## config.mk

```make
export PLATFORM = sky130hd
export DESIGN_NAME = cdbus_rx_deframer_flat
export DESIGN_NICKNAME = d
export VERILOG_FILES = /design/src/rtl/cdbus_rx_deframer_pkg.sv /design/src/rtl/cdbus_rx_deframer_if.sv /design/src/rtl/cdbus_crc16_byte.sv /design/src/rtl/cdbus_rx_deframer.sv /design/src/flat_wrapper.sv
export SDC_FILE = /design/constraint.sdc
export NUM_CORES = 1
export LEC_CHECK = 0
export CAP_MARGIN = 20
export CORE_MARGIN = 3
export CORE_UTILIZATION = 50
export CTS_BUF_LIST = sky130_fd_sc_hd__clkbuf_16
export CTS_CLUSTER_DIAMETER = 100
export DETAILED_ROUTE_END_ITERATION = 8
export PLACE_DENSITY_LB_ADDON = 0.05
export SYNTH_ARGS = -nofsm -noshare
export SYNTH_HDL_FRONTEND = slang
export SYNTH_SLANG_ARGS = --single-unit
export TNS_END_PERCENT = 20
```

## constraint.sdc

```tcl
create_clock -name clk_i -period 3.85 [get_ports clk_i]
set_input_delay 0.9625 -clock clk_i [delete_from_list [all_inputs] [get_ports clk_i]]
set_output_delay 0.9625 -clock clk_i [all_outputs]
set_load 0.05 [all_outputs]
```

## src/rtl/cdbus_rx_deframer_pkg.sv

```systemverilog
// Shared CDBUS definitions: CRC constants, addressing, header layout and
// the receive deframer state encoding.
package cdbus_pkg;

    localparam logic [15:0] CRC_INIT   = 16'hFFFF;
    localparam logic [15:0] CRC_POLY   = 16'hA001;
    localparam logic [7:0]  BCAST_ADDR = 8'hFF;

    // Byte counter is 9 bits wide so that len + 4 (up to 257) fits.
    localparam int unsigned CNT_W = 32'd9;

    localparam logic [8:0] HDR_SRC  = 9'd0;
    localparam logic [8:0] HDR_DST  = 9'd1;
    localparam logic [8:0] HDR_LEN  = 9'd2;
    localparam logic [8:0] HDR_SIZE = 9'd3;

    typedef enum logic [1:0] {
        ST_WAIT_IDLE = 2'd0,
        ST_IDLE      = 2'd1,
        ST_RECV      = 2'd2,
        ST_CHECK     = 2'd3
    } rx_state_e;

    // A frame is for us if it names us, is broadcast, or we listen to everything.
    function automatic logic dst_accept(input logic [7:0] dst,
                                        input logic [7:0] local_addr,
                                        input logic       promisc);
        return (dst == local_addr) || (dst == BCAST_ADDR) || promisc;
    endfunction

endpackage

```

## src/rtl/cdbus_rx_deframer_if.sv

```systemverilog
// Byte-stream, buffer-write and status bundle of the CDBUS receive deframer.
// master = UART/host side, slave = deframer.
interface cdbus_rx_deframer_if #(
    parameter int unsigned ADDR_W = 8
);
    logic [7:0]        byte_i;
    logic              byte_valid_i;
    logic              idle_i;
    logic [7:0]        local_addr_i;
    logic              promisc_i;
    logic              buf_free_i;
    logic              wr_en_o;
    logic [ADDR_W-1:0] wr_addr_o;
    logic [7:0]        wr_data_o;
    logic              frame_done_o;
    logic [7:0]        frame_len_o;
    logic              crc_err_o;
    logic              len_err_o;
    logic              ovf_o;

    modport master (
        output byte_i, byte_valid_i, idle_i, local_addr_i, promisc_i, buf_free_i,
        input  wr_en_o, wr_addr_o, wr_data_o, frame_done_o, frame_len_o,
               crc_err_o, len_err_o, ovf_o
    );

    modport slave (
        input  byte_i, byte_valid_i, idle_i, local_addr_i, promisc_i, buf_free_i,
        output wr_en_o, wr_addr_o, wr_data_o, frame_done_o, frame_len_o,
               crc_err_o, len_err_o, ovf_o
    );
endinterface

```

## src/rtl/cdbus_crc16_byte.sv

```systemverilog
// Combinational CRC16/Modbus update by one byte (reflected, LSB first).
// Shared between the receive deframer and the transmit framer.
module cdbus_crc16_byte
    import cdbus_pkg::*;
(
    input  logic [15:0] crc_in,
    input  logic [7:0]  data_in,
    output logic [15:0] crc_out
);

    logic [15:0] crc_s;

    // Fold the byte in, then eight reflected shift/xor steps.
    always_comb begin
        crc_s = crc_in ^ {8'h00, data_in};
        for (int i = 0; i < 8; i++) begin
            if (crc_s[0]) begin
                crc_s = {1'b0, crc_s[15:1]} ^ CRC_POLY;
            end else begin
                crc_s = {1'b0, crc_s[15:1]};
            end
        end
        crc_out = crc_s;
    end

endmodule

```

## src/rtl/cdbus_rx_deframer.sv

```systemverilog
// CDBUS receive deframer: assembles src/dst/len/data/crc frames from the
// UART byte stream, filters on destination, checks CRC16/Modbus, writes the
// frame into the RX buffer and reports one status pulse per frame.
module cdbus_rx_deframer
    import cdbus_pkg::*;
#(
    parameter int unsigned MAX_DATA = 253,
    parameter int unsigned ADDR_W   = 8
)(
    input  logic               clk_i,
    input  logic               rst_i,
    cdbus_rx_deframer_if.slave bus
);

    localparam logic [7:0] MAX_LEN = 8'(MAX_DATA);

    rx_state_e         state_r, state_s;
    logic [CNT_W-1:0]  cnt_r, cnt_s;
    logic [7:0]        len_r, len_s;
    logic [15:0]       crc_r, crc_s;
    logic [15:0]       crc_in_s, crc_upd_s;
    logic              start_s;

    logic              wr_en_r, wr_en_s;
    logic [ADDR_W-1:0] wr_addr_r, wr_addr_s;
    logic [7:0]        wr_data_r, wr_data_s;
    logic              done_r, done_s;
    logic [7:0]        frame_len_r, frame_len_s;
    logic              crc_err_r, crc_err_s;
    logic              len_err_r, len_err_s;
    logic              ovf_r, ovf_s;

    // An idle gap is handled before any byte of the same cycle, so the
    // deframer is effectively in IDLE whenever idle_i is high.
    assign start_s = (state_r == ST_IDLE) || bus.idle_i;

    // A frame-start byte folds into a fresh CRC, every later byte into the running one.
    always_comb begin
        if (start_s) begin
            crc_in_s = CRC_INIT;
        end else begin
            crc_in_s = crc_r;
        end
    end

    cdbus_crc16_byte u_crc (
        .crc_in  (crc_in_s),
        .data_in (bus.byte_i),
        .crc_out (crc_upd_s)
    );

    // Next-state, counter, CRC, buffer-write and status decode.
    always_comb begin
        state_s     = state_r;
        cnt_s       = cnt_r;
        len_s       = len_r;
        crc_s       = crc_r;
        wr_en_s     = 1'b0;
        wr_addr_s   = wr_addr_r;
        wr_data_s   = wr_data_r;
        done_s      = 1'b0;
        frame_len_s = frame_len_r;
        crc_err_s   = 1'b0;
        len_err_s   = 1'b0;
        ovf_s       = 1'b0;

        // Verdict on the frame whose last CRC byte arrived last cycle.
        if (state_r == ST_CHECK) begin
            if (crc_r == 16'h0000) begin
                done_s      = 1'b1;
                frame_len_s = len_r;
            end else begin
                crc_err_s = 1'b1;
            end
        end else begin
            done_s = 1'b0;
        end

        // An idle gap inside a frame means it was cut short.
        if ((state_r == ST_RECV) && bus.idle_i) begin
            len_err_s = 1'b1;
        end else begin
            len_err_s = 1'b0;
        end

        if (start_s) begin
            if (bus.byte_valid_i) begin
                if (bus.buf_free_i) begin
                    state_s   = ST_RECV;
                    cnt_s     = HDR_SRC + 9'd1;
                    crc_s     = crc_upd_s;
                    wr_en_s   = 1'b1;
                    wr_addr_s = ADDR_W'(HDR_SRC);
                    wr_data_s = bus.byte_i;
                end else begin
                    ovf_s   = 1'b1;
                    state_s = ST_WAIT_IDLE;
                    crc_s   = CRC_INIT;
                    cnt_s   = 9'd0;
                end
            end else begin
                state_s = ST_IDLE;
                crc_s   = CRC_INIT;
                cnt_s   = 9'd0;
            end
        end else begin
            case (state_r)
                ST_RECV: begin
                    if (bus.byte_valid_i) begin
                        wr_en_s   = 1'b1;
                        wr_addr_s = ADDR_W'(cnt_r);
                        wr_data_s = bus.byte_i;
                        cnt_s     = cnt_r + 9'd1;
                        crc_s     = crc_upd_s;
                        if (cnt_r == HDR_DST) begin
                            if (!dst_accept(bus.byte_i, bus.local_addr_i, bus.promisc_i)) begin
                                state_s = ST_WAIT_IDLE;
                            end else begin
                                state_s = ST_RECV;
                            end
                        end else if (cnt_r == HDR_LEN) begin
                            len_s = bus.byte_i;
                            if (bus.byte_i > MAX_LEN) begin
                                len_err_s = 1'b1;
                                state_s   = ST_WAIT_IDLE;
                            end else begin
                                state_s = ST_RECV;
                            end
                        end else if ((cnt_r >= HDR_SIZE) && (cnt_r == ({1'b0, len_r} + 9'd4))) begin
                            state_s = ST_CHECK;
                        end else begin
                            state_s = ST_RECV;
                        end
                    end else begin
                        state_s = ST_RECV;
                    end
                end
                ST_CHECK: begin
                    state_s = ST_WAIT_IDLE;
                end
                default: begin
                    state_s = state_r;
                end
            endcase
        end
    end

    // State, counters and registered outputs; reset abandons any frame in progress.
    always_ff @(posedge clk_i) begin
        if (rst_i) begin
            state_r     <= ST_WAIT_IDLE;
            cnt_r       <= 9'd0;
            len_r       <= 8'h00;
            crc_r       <= CRC_INIT;
            wr_en_r     <= 1'b0;
            wr_addr_r   <= '0;
            wr_data_r   <= 8'h00;
            done_r      <= 1'b0;
            frame_len_r <= 8'h00;
            crc_err_r   <= 1'b0;
            len_err_r   <= 1'b0;
            ovf_r       <= 1'b0;
        end else begin
            state_r     <= state_s;
            cnt_r       <= cnt_s;
            len_r       <= len_s;
            crc_r       <= crc_s;
            wr_en_r     <= wr_en_s;
            wr_addr_r   <= wr_addr_s;
            wr_data_r   <= wr_data_s;
            done_r      <= done_s;
            frame_len_r <= frame_len_s;
            crc_err_r   <= crc_err_s;
            len_err_r   <= len_err_s;
            ovf_r       <= ovf_s;
        end
    end

    assign bus.wr_en_o      = wr_en_r;
    assign bus.wr_addr_o    = wr_addr_r;
    assign bus.wr_data_o    = wr_data_r;
    assign bus.frame_done_o = done_r;
    assign bus.frame_len_o  = frame_len_r;
    assign bus.crc_err_o    = crc_err_r;
    assign bus.len_err_o    = len_err_r;
    assign bus.ovf_o        = ovf_r;

endmodule

```

## src/flat_wrapper.sv

```systemverilog
// flat-port wrapper written by rule: the top's interface ports become plain ports
module cdbus_rx_deframer_flat import cdbus_pkg::*;
#(
    parameter int unsigned MAX_DATA = 253,
    parameter int unsigned ADDR_W   = 8
)
  (clk_i, rst_i, bus_byte_i, bus_byte_valid_i, bus_idle_i, bus_local_addr_i, bus_promisc_i, bus_buf_free_i, bus_wr_en_o, bus_wr_addr_o, bus_wr_data_o, bus_frame_done_o, bus_frame_len_o, bus_crc_err_o, bus_len_err_o, bus_ovf_o);
  cdbus_rx_deframer_if #(.ADDR_W(ADDR_W)) bus_i ();
  input  logic clk_i;
  input  logic rst_i;
  input wire logic [$bits(bus_i.byte_i)-1:0] bus_byte_i;
  input wire logic [$bits(bus_i.byte_valid_i)-1:0] bus_byte_valid_i;
  input wire logic [$bits(bus_i.idle_i)-1:0] bus_idle_i;
  input wire logic [$bits(bus_i.local_addr_i)-1:0] bus_local_addr_i;
  input wire logic [$bits(bus_i.promisc_i)-1:0] bus_promisc_i;
  input wire logic [$bits(bus_i.buf_free_i)-1:0] bus_buf_free_i;
  output wire logic [$bits(bus_i.wr_en_o)-1:0] bus_wr_en_o;
  output wire logic [$bits(bus_i.wr_addr_o)-1:0] bus_wr_addr_o;
  output wire logic [$bits(bus_i.wr_data_o)-1:0] bus_wr_data_o;
  output wire logic [$bits(bus_i.frame_done_o)-1:0] bus_frame_done_o;
  output wire logic [$bits(bus_i.frame_len_o)-1:0] bus_frame_len_o;
  output wire logic [$bits(bus_i.crc_err_o)-1:0] bus_crc_err_o;
  output wire logic [$bits(bus_i.len_err_o)-1:0] bus_len_err_o;
  output wire logic [$bits(bus_i.ovf_o)-1:0] bus_ovf_o;
  assign bus_i.byte_i = bus_byte_i;
  assign bus_i.byte_valid_i = bus_byte_valid_i;
  assign bus_i.idle_i = bus_idle_i;
  assign bus_i.local_addr_i = bus_local_addr_i;
  assign bus_i.promisc_i = bus_promisc_i;
  assign bus_i.buf_free_i = bus_buf_free_i;
  assign bus_wr_en_o = bus_i.wr_en_o;
  assign bus_wr_addr_o = bus_i.wr_addr_o;
  assign bus_wr_data_o = bus_i.wr_data_o;
  assign bus_frame_done_o = bus_i.frame_done_o;
  assign bus_frame_len_o = bus_i.frame_len_o;
  assign bus_crc_err_o = bus_i.crc_err_o;
  assign bus_len_err_o = bus_i.len_err_o;
  assign bus_ovf_o = bus_i.ovf_o;
  cdbus_rx_deframer #(.MAX_DATA(MAX_DATA), .ADDR_W(ADDR_W)) u_core (.clk_i(clk_i), .rst_i(rst_i), .bus(bus_i));
endmodule
```

==> results.sh <==
export IMPL_critical_path_slowest_cell="clkdlybuf4s50_1"
export IMPL_crit_type="input port to register"
export IMPL_crit_required_ps=4100
export IMPL_cts_hold_buffers=0
export IMPL_cts_root_buf="clkbuf_16"
export IMPL_first_pass_iters=4
export IMPL_core_area_um2=6061
export IMPL_met1_usage_pct=34.76
export IMPL_yosysTopAreaCell="dfxtp_1"
export IMPL_whs_endpoint="u_core.bus.wr_data_o[6]"
export IMPL_netlist_top_cells_area="dfxtp_1 (40%), xnor2_1 (9.8%), mux2i_1 (5.0%)"
export IMPL_synthFlopType="dfxtp_1"
export IMPL_slew_limit_headroom_pct=34.94
export IMPL_cp_common_cell="xnor3_1"
export IMPL_r2r_slack_ps=1380
export IMPL_worstHoldStart="u_core.bus.wr_data_o[6]"
export IMPL_yosysWarningCount=0
export IMPL_clkTransAtPathRegs_ps=50
export IMPL_finClkSkew_ps=4.974
export IMPL_fmax_mhz=348.7
export IMPL_die_x_um=86.23
export IMPL_rr_worst_depth=5
export IMPL_io_buffer_count=50
export IMPL_area_sequential_um2=1281
export IMPL_grt_busiest_layer="met2"
export IMPL_io_pins=51
export IMPL_synth_edf_count=0
export IMPL_status="completed"
export IMPL_post_route_period_util_pct=74.48
export IMPL_syn_num_nets=393
export IMPL_r2r_start="u_core.cnt_r[5]"
export IMPL_crit_start="bus_byte_i[5]"
export IMPL_synth_area_um2=3218
export IMPL_routed_wl_um=8576
export IMPL_first_iter_violations=277
export IMPL_fillers=488
export IMPL_final_core_util_pct=68.33
export IMPL_setup_viol=0
export IMPL_multi_input_area_um2=1809
export IMPL_setup_tns_ps=0
export IMPL_hold_class="register to register"
export IMPL_cts_tree="built"
export IMPL_dp_hpwl_um=6002
export IMPL_drc_errors=0
export IMPL_drv_cap=0
export IMPL_met2_usage_pct=35.04
export IMPL_overflow=0
export IMPL_crit_path_end_kind="register"
export IMPL_async_reset_ff_share_pct=0
export IMPL_leakagePower_uw=0.001626
export IMPL_insertion_delay_ps=320
export IMPL_vias=2805
export IMPL_yosysUniqueCellTypes=52
export IMPL_synth_cells=367
export IMPL_wl_per_cell_um=17.47
export IMPL_grt_max_degree=52
export IMPL_crit_chain="clkdlybuf4s50_1, xnor2_1, xnor3_1, xor2_1, xnor3_1, a21oi_1"
export IMPL_slew_viol_final=0
export IMPL_crit_fanout=6
export IMPL_clock_tree_buffer_depth=2
export IMPL_cp_start_kind="input port"
export IMPL_htreeDepth=3
export IMPL_synth_top_cell_area_share_pct=39.81
export IMPL_fp_row_count=28
export IMPL_grt_first_pass_wirelength_um=13820
export IMPL_die_h_um=86.23
export IMPL_yosysSeqAreaShare_pct=39.81
export IMPL_hold_depth=2
export IMPL_die_area_um2=7435
export IMPL_finalCriticalPeriod_ps=2867
export IMPL_grt_pass1_vias=2695
export IMPL_grtUsageMet3_pct=4.848
export IMPL_r2r_end="u_core.len_r[5]"
export IMPL_initial_utilization_pct=53.10
export IMPL_rsz0062_at_grt="no"
export IMPL_post_cts_repair_setup_buffers=0
export IMPL_final_layout_size_suffix_gt1_share_pct=7.692
export IMPL_worstPathArrival_ps=3120
export IMPL_gp_congestion=0.8309
export IMPL_slowest_delay_ps=560
export IMPL_nNetsFinal=437
export IMPL_viasPerCell=5.713
export IMPL_hold_viol=0
export IMPL_num_antenna_cells=0
export IMPL_tightestPinTransition_ps=975.9
export IMPL_ant_nets=0
export IMPL_synth_avg_cell_area_um2=8.769
export IMPL_grt_usage_pct=23.80
export IMPL_ir_worst_vdd_mv=0.2941
export IMPL_ys_seq_elements=64
export IMPL_syn_to_final_growth_pct=28.69
export IMPL_grt_antenna_before_repair=0
export IMPL_cts_resized=0
export IMPL_cts_sinks=64
export IMPL_power_density_nw_per_um2=469.0
export IMPL_cts_buffers=9
## power by group
part	internal [µW]	leakage (µW)	switching (µW)
Combinational	113	0.000927	130
Clock	700	0.000180	297
Sequential	682	0.000519	21.7
Total	1490	0.00163	448
## Yosys cell counts (2+ instances only)
library cell and count:
dfxtp_1 64, a31oi_1 2, xor2_1 11, and3_1 6, a21oi_1 23, nand4_1 5, nand3b_1 3, nand3_1 6
xnor2_1 36, mux2i_1 16, nor4_1 5, a22oi_1 8, nor2b_1 3, and4_1 2, nor4b_1 2, inv_1 7
o22ai_1 6, buf_2 3, nor2_1 38, nand2_1 38, ha_1 4, or3_1 2, nor3_1 9, o211ai_1 6
clkbuf_1 23, and3b_1 2, xnor3_1 4, o21ai_0 7, nand2b_1 3
## stage by stage
stage	hold slack, ps	cell area [µm²]	cells	total power [µW]	setup slack (ps)
2_1_floorplan	475.3	3218	367	882.4	1278
3_3_place_gp	439.5	3774	475	954.6	746.3
3_5_place_dp	449.6	3774	475	956.7	716.1
4_1_cts	459.1	4141	491	1956	992.7
5_1_grt	484.6	4141	491	2006	880.9
6_report	456.5	4141	491	1942	982.6
## registers in the layout, summed over array words and instances, names as in the netlist
register / cells
u_core.bus.wr_data_o: 8
u_core.bus.ovf_o: 1
u_core.bus.wr_en_o: 1
u_core.bus.crc_err_o: 1
u_core.cnt_r: 9
u_core.bus.len_err_o: 1
u_core.state_r: 2
u_core.bus.frame_done_o: 1
u_core.crc_r: 16
u_core.bus.frame_len_o: 8
u_core.len_r: 8
u_core.bus.wr_addr_o: 8
## layout by cell type, fill, tap and decap left out, types with 6 or more instances in the layout
cell,instances
xnor2_1,36
buf_4,9
clkbuf_16,9
clkdlybuf4s50_1,49
nor2_1,38
inv_1,7
and3_1,6
nand2_1,38
a22oi_1,8
dfxtp_1,64
xor2_1,11
o21ai_0,7
a21oi_1,23
mux2i_1,16
nand3_1,6
nor3_1,9
o211ai_1,6
o22ai_1,6
## worst max-delay path, delay by kind of cell
kind	cells	cell delay (ps)
xor gates and xnor gates	4	1480
AOI/OAI and AO/OA	1	110
buffers and inverters	1	560
## layout make-up
class                           count  area share [%]
Multi-Input combinational cell    270           43.69
Sequential cell                    64           30.94
Inverter                            7          0.6344
Tap cell                           75           2.266
Timing Repair Buffer               59           13.60
Clock buffer                        9           5.438
Clock inverter                      7           3.444
## cell families after synthesis
family	synth area share, %
mux	5.404
xor+xnor	16.10
buf+inv	3.966
fa+ha+maj	1.555
simple gates	19.44
flops	39.81
compound gates	13.73
## worst max-delay path by stage
stage	to	slack [ps]
after floorplan	u_core.crc_r[0]	1280
after global placement	u_core.crc_r[0]	750
after detailed placement	u_core.crc_r[0]	720
after CTS	u_core.crc_r[0]	990
after global routing	u_core.crc_r[0]	880
final	u_core.crc_r[0]	980
## layer usage
metal  part of all wire (%)  wire length, µm
met2                     44             3790
met5                      0                0
met4                    1.0               86
met1                     46             3945
met3                    8.8              754
Note: power is estimated with default switching activity, not from simulation.
